**config.mk**
```make
export PLATFORM = sky130hd
export DESIGN_NAME = riscv_boot_ctrl
export DESIGN_NICKNAME = d
export VERILOG_FILES = /design/src/rtl/riscv_boot_ctrl_pkg.sv /design/src/rtl/riscv_boot_ctrl_packer.sv /design/src/rtl/riscv_boot_ctrl.sv
export SDC_FILE = /design/constraint.sdc
export NUM_CORES = 1
export LEC_CHECK = 0
export CAP_MARGIN = 20
export CORE_ASPECT_RATIO = 1.2
export CORE_MARGIN = 3
export CORE_UTILIZATION = 30
export CTS_BUF_LIST = sky130_fd_sc_hd__clkbuf_4
export DETAILED_ROUTE_END_ITERATION = 8
export SYNTH_ARGS = -nofsm -noshare
export SYNTH_HDL_FRONTEND = slang
export SYNTH_SLANG_ARGS = --single-unit
```
**constraint.sdc**
```tcl
create_clock -name clk -period 6.8 [get_ports clk]
set_input_delay 2.04 -clock clk [delete_from_list [all_inputs] [get_ports clk]]
set_output_delay 2.04 -clock clk [all_outputs]
set_load 0.02 [all_outputs]
```
**src/rtl/riscv_boot_ctrl_pkg.sv**
```systemverilog
// Shared definitions for the boot/run sequencer: FSM state encoding and the
// status codes reported to the host (also used by the testbench).
package riscv_boot_ctrl_pkg;

    typedef enum logic [2:0] {
        S_HDR_LO = 3'd0,
        S_HDR_HI = 3'd1,
        S_LOAD   = 3'd2,
        S_RUN    = 3'd3,
        S_DONE   = 3'd4,
        S_ERR    = 3'd5
    } boot_state_e;

    localparam logic [2:0] ST_HDR     = 3'd0;
    localparam logic [2:0] ST_LOAD    = 3'd1;
    localparam logic [2:0] ST_RUN     = 3'd2;
    localparam logic [2:0] ST_HALTED  = 3'd3;
    localparam logic [2:0] ST_TIMEOUT = 3'd4;
    localparam logic [2:0] ST_BADLEN  = 3'd5;

endpackage

```
**src/rtl/riscv_boot_ctrl_packer.sv**
```systemverilog
// Little-endian 8->32 packer: bytes 0..2 are held, byte 3 completes the word
// combinationally so the caller can register it on the same edge.
module boot_byte_packer (
    input  logic        clk,
    input  logic        rst,
    input  logic [7:0]  byte_i,
    input  logic        accept_i,
    input  logic        clear_i,
    output logic [31:0] word_o,
    output logic        word_valid_o
);

    logic [1:0]  idx_q;
    logic [23:0] lo_q;

    assign word_o       = {byte_i, lo_q};
    assign word_valid_o = accept_i && (idx_q == 2'd3);

    always_ff @(posedge clk or posedge rst) begin
        if (rst) begin
            idx_q <= 2'd0;
            lo_q  <= 24'd0;
        end else if (clear_i) begin
            idx_q <= 2'd0;
        end else if (accept_i) begin
            case (idx_q)
                2'd0:    lo_q[7:0]   <= byte_i;
                2'd1:    lo_q[15:8]  <= byte_i;
                2'd2:    lo_q[23:16] <= byte_i;
                default: ;
            endcase
            idx_q <= idx_q + 2'd1;
        end
    end

endmodule

```
**src/rtl/riscv_boot_ctrl.sv**
```systemverilog
// Boot/run sequencer: loads a length-prefixed byte stream into IMEM while the
// core is held in reset, then runs the core until halt or run-cycle timeout.
module riscv_boot_ctrl
    import riscv_boot_ctrl_pkg::*;
#(
    parameter int IMEM_DEPTH     = 256,
    parameter int ADDR_W         = 8,
    parameter int MAX_RUN_CYCLES = 0
) (
    input  logic              clk,
    input  logic              rst,
    input  logic              s_valid,
    input  logic [7:0]        s_data,
    output logic              s_ready,
    output logic              imem_we,
    output logic [ADDR_W-1:0] imem_waddr,
    output logic [31:0]       imem_wdata,
    output logic              core_rst,
    input  logic              core_halt,
    input  logic              restart,
    output logic [2:0]        status,
    output logic [31:0]       run_cycles
);

    localparam logic [15:0] DEPTH_N    = 16'(IMEM_DEPTH);
    localparam logic [31:0] RUN_LAST   = 32'(MAX_RUN_CYCLES - 1);
    localparam bit          TIMEOUT_EN = (MAX_RUN_CYCLES != 0);

    boot_state_e       state_q;
    logic              s_ready_q;
    logic              imem_we_q;
    logic [ADDR_W-1:0] imem_waddr_q;
    logic [31:0]       imem_wdata_q;
    logic              core_rst_q;
    logic [2:0]        status_q;
    logic [31:0]       run_cycles_q;
    logic [15:0]       n_q;
    logic [ADDR_W:0]   word_idx_q;

    logic        accept;
    logic        pack_valid;
    logic [31:0] pack_word;
    logic        last_word;
    logic        load_done;
    logic        timeout_hit;
    logic [15:0] n_hdr_d;
    logic [31:0] run_cycles_d;

    function automatic logic [31:0] sat_inc(input logic [31:0] v);
        return (v == 32'hFFFF_FFFF) ? v : v + 32'd1;
    endfunction

    assign accept       = s_valid && s_ready_q;
    assign n_hdr_d      = {s_data, n_q[7:0]};
    assign run_cycles_d = sat_inc(run_cycles_q);
    // word_idx is one bit wider than the address so N == 2**ADDR_W terminates
    assign last_word    = pack_valid && ((17'(word_idx_q) + 17'd1) == {1'b0, n_q});
    assign load_done    = (17'(word_idx_q) == {1'b0, n_q});
    assign timeout_hit  = TIMEOUT_EN && (run_cycles_q == RUN_LAST);

    boot_byte_packer u_packer (
        .clk          (clk),
        .rst          (rst),
        .byte_i       (s_data),
        .accept_i     (accept && (state_q == S_LOAD)),
        .clear_i      (state_q != S_LOAD),
        .word_o       (pack_word),
        .word_valid_o (pack_valid)
    );

    always_ff @(posedge clk or posedge rst) begin
        if (rst) begin
            state_q      <= S_HDR_LO;
            s_ready_q    <= 1'b0;
            imem_we_q    <= 1'b0;
            imem_waddr_q <= '0;
            imem_wdata_q <= 32'd0;
            core_rst_q   <= 1'b1;
            status_q     <= ST_HDR;
            run_cycles_q <= 32'd0;
            n_q          <= 16'd0;
            word_idx_q   <= '0;
        end else begin
            imem_we_q <= 1'b0;
            case (state_q)
                S_HDR_LO: begin
                    s_ready_q <= 1'b1;
                    if (accept) begin
                        n_q[7:0] <= s_data;
                        state_q  <= S_HDR_HI;
                    end
                end
                S_HDR_HI: begin
                    if (accept) begin
                        n_q[15:8]  <= s_data;
                        word_idx_q <= '0;
                        if (n_hdr_d == 16'd0 || n_hdr_d > DEPTH_N) begin
                            state_q   <= S_ERR;
                            status_q  <= ST_BADLEN;
                            s_ready_q <= 1'b0;
                        end else begin
                            state_q  <= S_LOAD;
                            status_q <= ST_LOAD;
                        end
                    end
                end
                S_LOAD: begin
                    if (load_done) begin
                        state_q    <= S_RUN;
                        status_q   <= ST_RUN;
                        core_rst_q <= 1'b0;
                        s_ready_q  <= 1'b0;
                    end else if (pack_valid) begin
                        imem_we_q    <= 1'b1;
                        imem_waddr_q <= word_idx_q[ADDR_W-1:0];
                        imem_wdata_q <= pack_word;
                        word_idx_q   <= word_idx_q + 1'b1;
                        // no further bytes while the final word is being written
                        if (last_word) begin
                            s_ready_q <= 1'b0;
                        end
                    end
                end
                S_RUN: begin
                    run_cycles_q <= run_cycles_d;
                    if (core_halt) begin
                        state_q    <= S_DONE;
                        status_q   <= ST_HALTED;
                        core_rst_q <= 1'b1;
                    end else if (timeout_hit) begin
                        state_q    <= S_ERR;
                        status_q   <= ST_TIMEOUT;
                        core_rst_q <= 1'b1;
                    end
                end
                S_DONE, S_ERR: begin
                    if (restart) begin
                        state_q      <= S_HDR_LO;
                        status_q     <= ST_HDR;
                        run_cycles_q <= 32'd0;
                        s_ready_q    <= 1'b1;
                    end
                end
                default: state_q <= S_HDR_LO;
            endcase
        end
    end

    assign s_ready    = s_ready_q;
    assign imem_we    = imem_we_q;
    assign imem_waddr = imem_waddr_q;
    assign imem_wdata = imem_wdata_q;
    assign core_rst   = core_rst_q;
    assign status     = status_q;
    assign run_cycles = run_cycles_q;

endmodule

```
==> results of run 1 <==
## stage by stage
stage,hold WS (ps),cells,total power [uW],util,setup WS [ps]
after global routing,497,962,2460,0.376,2630
after CTS,474,959,2340,0.375,2730
after global placement,461,927,1780,0.362,2160
final,474,962,2310,0.376,2710
after floorplan,447,592,1510,-,1240
after detailed placement,468,927,1790,0.362,2090
## power groups by stage
| stage | Sequential [uW] | Clock (uW) | Combinational [uW] |
|---|---|---|---|
| 4_1_cts | 1090 | 558 | 689 |
| 6_report | 1090 | 536 | 684 |
| 2_1_floorplan | 1130 | 0 | 387 |
| 3_3_place_gp | 1110 | 0 | 676 |
| 5_1_grt | 1120 | 588 | 757 |
| 3_5_place_dp | 1110 | 0 | 686 |
## placed cells by master, fill, tap and decap left out, types with 5 or more instances in the layout
cell             instances
dfrtp_1                131
clkdlybuf4s50_1         90
nand2_1                 59
mux2_2                  32
nand3_1                 26
a31oi_1                 24
nor2_1                  24
a21oi_1                 21
mux2_1                  21
mux2_4                  18
clkbuf_4                18
o31ai_1                 17
o21ai_0                 15
inv_1                   13
nand4_1                 13
nor3_1                  11
o21ai_1                 10
inv_6                    9
nor4_1                   8
xnor2_1                  8
xor2_1                   8
or4_1                    7
o21a_1                   7
or2_2                    6
ha_1                     6
and4_1                   5
buf_4                    5
## cells in the mapped netlist (3+ instances only)
| master | number | area [sq um] |
|---|---|---|
| o211ai_1 | 3 | 22.5 |
| nor2_1 | 24 | 90.1 |
| nor3_1 | 11 | 55.1 |
| nor3b_1 | 3 | 22.5 |
| buf_6 | 3 | 33.8 |
| nand4_1 | 13 | 81.3 |
| o21a_1 | 7 | 52.6 |
| mux2i_1 | 4 | 40.0 |
| or4_1 | 7 | 52.6 |
| xnor2_1 | 8 | 70.1 |
| ha_1 | 6 | 75.1 |
| a31oi_1 | 24 | 150 |
| o31a_1 | 4 | 35.0 |
| nor3_4 | 3 | 48.8 |
| a21oi_1 | 21 | 105 |
| and3_1 | 4 | 25.0 |
| mux2_1 | 21 | 236 |
| xor2_1 | 8 | 70.1 |
| o21ai_0 | 15 | 75.1 |
| inv_1 | 14 | 52.6 |
| o21ai_1 | 10 | 50.1 |
| and3b_1 | 3 | 26.3 |
| a21o_1 | 4 | 30.0 |
| or2_2 | 6 | 37.5 |
| nand3_1 | 26 | 130 |
| mux2_2 | 32 | 360 |
| a21boi_0 | 3 | 22.5 |
| clkbuf_1 | 13 | 48.8 |
| a41oi_1 | 4 | 35.0 |
| nand2b_1 | 3 | 18.8 |
| nand2_1 | 59 | 221 |
| and4_1 | 5 | 43.8 |
| nor4_1 | 8 | 50.1 |
| mux2_4 | 18 | 270 |
| o31ai_1 | 17 | 128 |
| buf_2 | 11 | 55.1 |
| dfrtp_1 | 131 | 3280 |
## cell type report
class / instances / share of cell area
Tap cell: 270 / 0.0424
Timing Repair Buffer: 95 / 0.118
Clock inverter: 14 / 0.0176
Inverter: 15 / 0.00770
Multi-Input combinational cell: 416 / 0.382
Clock buffer: 18 / 0.0170
Antenna cell: 2 / 0.000628
Sequential cell: 132 / 0.415
## state kept, by name (all words and copies together) (netlist names)
name,flops
word_idx_q,9
status,3
imem_waddr,8
imem_we,1
imem_wdata,32
u_packer.idx_q,2
state_q,3
core_rst,1
run_cycles,32
u_packer.lo_q,24
n_q,16
s_ready,1
## path summary, 6_finish.rpt
| path | startpoint | endpoint | cells after the start |
|---|---|---|---|
| worst min-delay path | u_packer.lo_q[7]$_DFFE_PP0P_ | imem_wdata[7]$_DFFE_PP0P_ | 1 |
| worst max-delay path | s_valid | imem_wdata[10]$_DFFE_PP0P_ | 6 |
| worst min register to register | u_packer.lo_q[7]$_DFFE_PP0P_ | imem_wdata[7]$_DFFE_PP0P_ | 1 |
| max in group asynchronous | rst | word_idx_q[0]$_DFFE_PP0P_ | 3 |
| worst max register to register | state_q[1]$_DFFE_PP0P_ | imem_wdata[10]$_DFFE_PP0P_ | 5 |
| min in group asynchronous | rst | imem_wdata[2]$_DFFE_PP0P_ | 2 |
## routing by layer
metal  share of wire  routed length [um]
met1            0.46                7760
met4          0.0075                 127
met3           0.044                 735
met2            0.49                8200
met5               0                   0
## logic make-up after synthesis
family / after synthesis / share of synthesized area
AO/OA/AOI/OAI: 124 / 0.123
XOR/XNOR: 16 / 0.0214
adder cells (fa/ha/maj): 6 / 0.0115
buffers and inverters: 44 / 0.0319
flip-flops: 132 / 0.504
multiplexers: 75 / 0.138
AND/OR/NAND/NOR: 195 / 0.169
==> results.toml, run 1 <==
[sta]
min_period_ps = 4090
setup_viol = 0
rsz0062_at_grt = "false"
worstMarginPinSlew_ps = 831
period_share = 0.601
final_hold_viol_count = 0
max_freq_mhz = 245
slew-limit-headroom = 0.446
drv_slew = 0
fin_setup_tns_ps = 0
fin_skew_ps = 25.2

[grt]
grt_use_total = 0.144
grtUsageMet3 = 0.0341
antenna_found_initial = 1
grtUsageMet1 = 0.192
grt_pass1_vias = 4939
grt_pass1_wl_mm = 27.3
grt_overflow = 0
use_met2 = 0.237
grt_max_degree = 92
grt_busiest_layer = "met2"

[synth]
syn_area_sq_um = 6560
yosysWarningCount = 0
synth-edff-count = 0
synthFlopType = "dfrtp_1"
synth_seq_area_share = 0.504
synthCells = 592
ys_seq_elements = 132
postSynthAreaPerCell_sq_um = 11.1
synthArstFlopShare = 1.00
ys_types = 66
syn-num-nets = 611

[worst_setup_path]
critPathTopFamily = "buffers and inverters"
crit_arrival_ps = 4530
critPathLaunchType = "input port"
ff2ff_setup_slack_ps = 3740
cp_slowest_cell = "inv_2"
cp_max_fo = 26
cp_data_required_time_ps = 7250
crit_chain = "clkdlybuf4s50_1, nand3_1, nor2_2, nand2_2, inv_2, mux2_1"
worstSetupPathType = "input port to flop"
slowest_delay_ps = 720
cp_num_buf_inv = 2
endpoint_kind = "flop"

[place]
port-buffer-count = 90
placed_cell_area_sq_um = 7680
dp_hpwl_mm = 11.4
gp_congestion = 0.838

[die]
core-area_sq_um = 21200
die_h_um = 168
die_x_um = 141
row_count = 58
die-area_sq_um = 23700
ioPinCount = 91
start_util = 0.309

[power_and_ir_drop]
power_per_cell_area_nw_per_um2 = 291
swShare = 0.388
p_clk_frac = 0.232
p_leak_uw = 0.00342
comb_power_share = 0.296
ir_worst_vdd_mv = 0.136
power_frac_seq = 0.473
switchingPower_uw = 899
p_int_uw = 1420

[route]
postRouteAntennaNets = 0
drc = 0
vias = 5021
firstDrtPassIters = 8
viasPerCell = 5.22
wire_per_inst_um = 17.5
drt_iter0_drc = 252
wirelength_mm = 16.8

[clock_tree]
clkTransAtPathRegs_ps = 140
cts_setup_buffers = 0
cts_made_buffers = 17
ctsLongestPathBuffers = 2
cts_resized = 0
clkLatencyLatePin_ps = 540
cts-hold-fix-buffers = 0
root_buffer = "clkbuf_4"
clock_sinks = 132
htreeDepth = 4
cts_tree = "done"

[layout]
postLayoutCellArea_sq_um = 7970
seq_area_sq_um = 3300
multiInputGateArea_sq_um = 3040
area_delta_synth_final_pct = 21.5
nFillCells = 2144
drive_gt1_frac = 0.159
nets = 696

[run_status]
outcome = "finished clean"

[worst_hold_path]
hold_class = "flop to flop"

[job]
max-cap-violations = 0
Power figures use the tool's default switching activity.
==> inputs of run 2 (changes only) <==
==> constraint.sdc (replaced) <==
create_clock -name clk -period 3.45 [get_ports clk]
set_input_delay 1.035 -clock clk [delete_from_list [all_inputs] [get_ports clk]]
set_output_delay 1.035 -clock clk [all_outputs]
set_load 0.02 [all_outputs]
==> run 2 against run 1 <==
Die area stayed put; via count is essentially flat; register-to-register slack worse by 2700 ps; combinational power up 97%; non-clock buffer count is 12 higher; sequential share of layout area is 0.62 points lower; critical path type is now flop to output pin; largest power group unchanged; clock skew decreased by 10 ps; critical path depth shrank 5; clock power increased by 94%; count of clock-buffer cells in the layout up 1; flip-flop and latch count unchanged.
==> results.toml, run 2 (synthesis results as in run 1) <==
[clock_tree]
clkTransAtPathRegs_ps = 120
cts_resized = 0
ctsLongestPathBuffers = 2
cts_made_buffers = 17
root_buffer = "clkbuf_4"
clkLatencyLatePin_ps = 510
htreeDepth = 4
clock_sinks = 132
cts-hold-fix-buffers = 0
cts_tree = "done"
cts_setup_buffers = 0

[layout]
drive_gt1_frac = 0.171
layout_commonest_cell = "dfrtp_1"
area_delta_synth_final_pct = 23.3
final_cell_mix = "131 x dfrtp_1, 90 x clkdlybuf4s50_1, 59 x nand2_1"
nets = 708

[grt]
grt_overflow = 0
grt_max_degree = 82
antenna_found_initial = 1
grt_pass1_vias = 4927
grt_pass1_wl_mm = 27.5
grt_use_total = 0.145

[worst_setup_path]
crit_arrival_ps = 1740
worstSetupPathType = "flop to output pin"
cp_max_fo = 9
critPathTopFamily = "buffers and inverters"
cp_slowest_cell = "clkdlybuf4s50_1"
cp_data_required_time_ps = 2410
endpoint_kind = "output pin"
crit_chain = "clkdlybuf4s50_1"
cp_num_buf_inv = 1
critPathLaunchType = "flop"
slowest_delay_ps = 670

[sta]
drv_slew = 0
fin_setup_tns_ps = 0
worstMarginPinSlew_ps = 685
final_hold_viol_count = 0
max_freq_mhz = 361
rsz0062_at_grt = "false"
fin_hold_ws_ps = 480
setup_viol = 0
slew-limit-headroom = 0.543
period_share = 0.803
min_period_ps = 2770
fin_skew_ps = 14.8

[route]
firstDrtPassIters = 4
wire_per_inst_um = 17.3
drc = 0
viasPerCell = 5.15
vias = 5022
wirelength_mm = 16.9
postRouteAntennaNets = 0
drt_iter0_drc = 353

[die]
row_count = 58
core-area_sq_um = 21200
start_util = 0.309
die-area_sq_um = 23700
ioPinCount = 91
die_x_um = 141
die_h_um = 168

[worst_hold_path]
hold_class = "flop to flop"

[place]
gp_congestion = 0.857
dp_hpwl_mm = 11.8
port-buffer-count = 90

[power_and_ir_drop]
power_per_cell_area_nw_per_um2 = 562
p_leak_uw = 0.00348
ir_worst_vdd_mv = 0.313

[run_status]
outcome = "finished clean"

[job]
max-cap-violations = 0
[run 2: final cells by class]
class / count / area (sq um)
Fill cell: 2113 / 13100
Sequential cell: 132 / 3300
Multi-Input combinational cell: 416 / 3040
Timing Repair Buffer: 107 / 1050
Tap cell: 270 / 338
Clock buffer: 19 / 143
Clock inverter: 13 / 135
Inverter: 15 / 60.1
Antenna cell: 4 / 10.0
[run 2: per-layer routing]
metal	global-route usage	part of all wire	vias to the layer above
li1	-	-	2388
met1	0.195	0.45	2489
met2	0.231	0.48	138
met3	0.0406	0.062	7
met4	0.0362	0.0081	0
met5	0	0	-
[run 2: worst paths after layout]
path | from | to | slack (ps) | cells past startpoint
worst min-delay path | u_packer.lo_q[15]$_DFFE_PP0P_ | imem_wdata[15]$_DFFE_PP0P_ | 480 | 1
worst max register to register | run_cycles[1]$_DFFE_PP0P_ | run_cycles[12]$_DFFE_PP0P_ | 1010 | 6
min in group asynchronous | rst | imem_wdata[1]$_DFFE_PP0P_ | 970 | 3
worst min register to register | u_packer.lo_q[15]$_DFFE_PP0P_ | imem_wdata[15]$_DFFE_PP0P_ | 480 | 1
max in group asynchronous | rst | status[1]$_DFFE_PP0P_ | 1860 | 3
worst max-delay path | run_cycles[7]$_DFFE_PP0P_ | run_cycles[7] | 680 | 1
[run 2: power breakdown]
group | switching (uW) | internal [uW] | total [uW]
logic | 731 | 623 | 1350
clock network | 591 | 444 | 1040
registers | 370 | 1790 | 2160
[run 2: stage by stage]
step | worst slack [ps] | util | area (sq um) | power [uW] | cells
global placement | 473 | 0.368 | 7800 | 3520 | 940
finish | 680 | 0.382 | 8090 | 4550 | 976
global route | 552 | 0.382 | 8090 | 4840 | 976
CTS | 602 | 0.381 | 8080 | 4610 | 972
detailed placement | 441 | 0.368 | 7800 | 3550 | 940
floorplan | 779 | - | 6560 | 2980 | 592
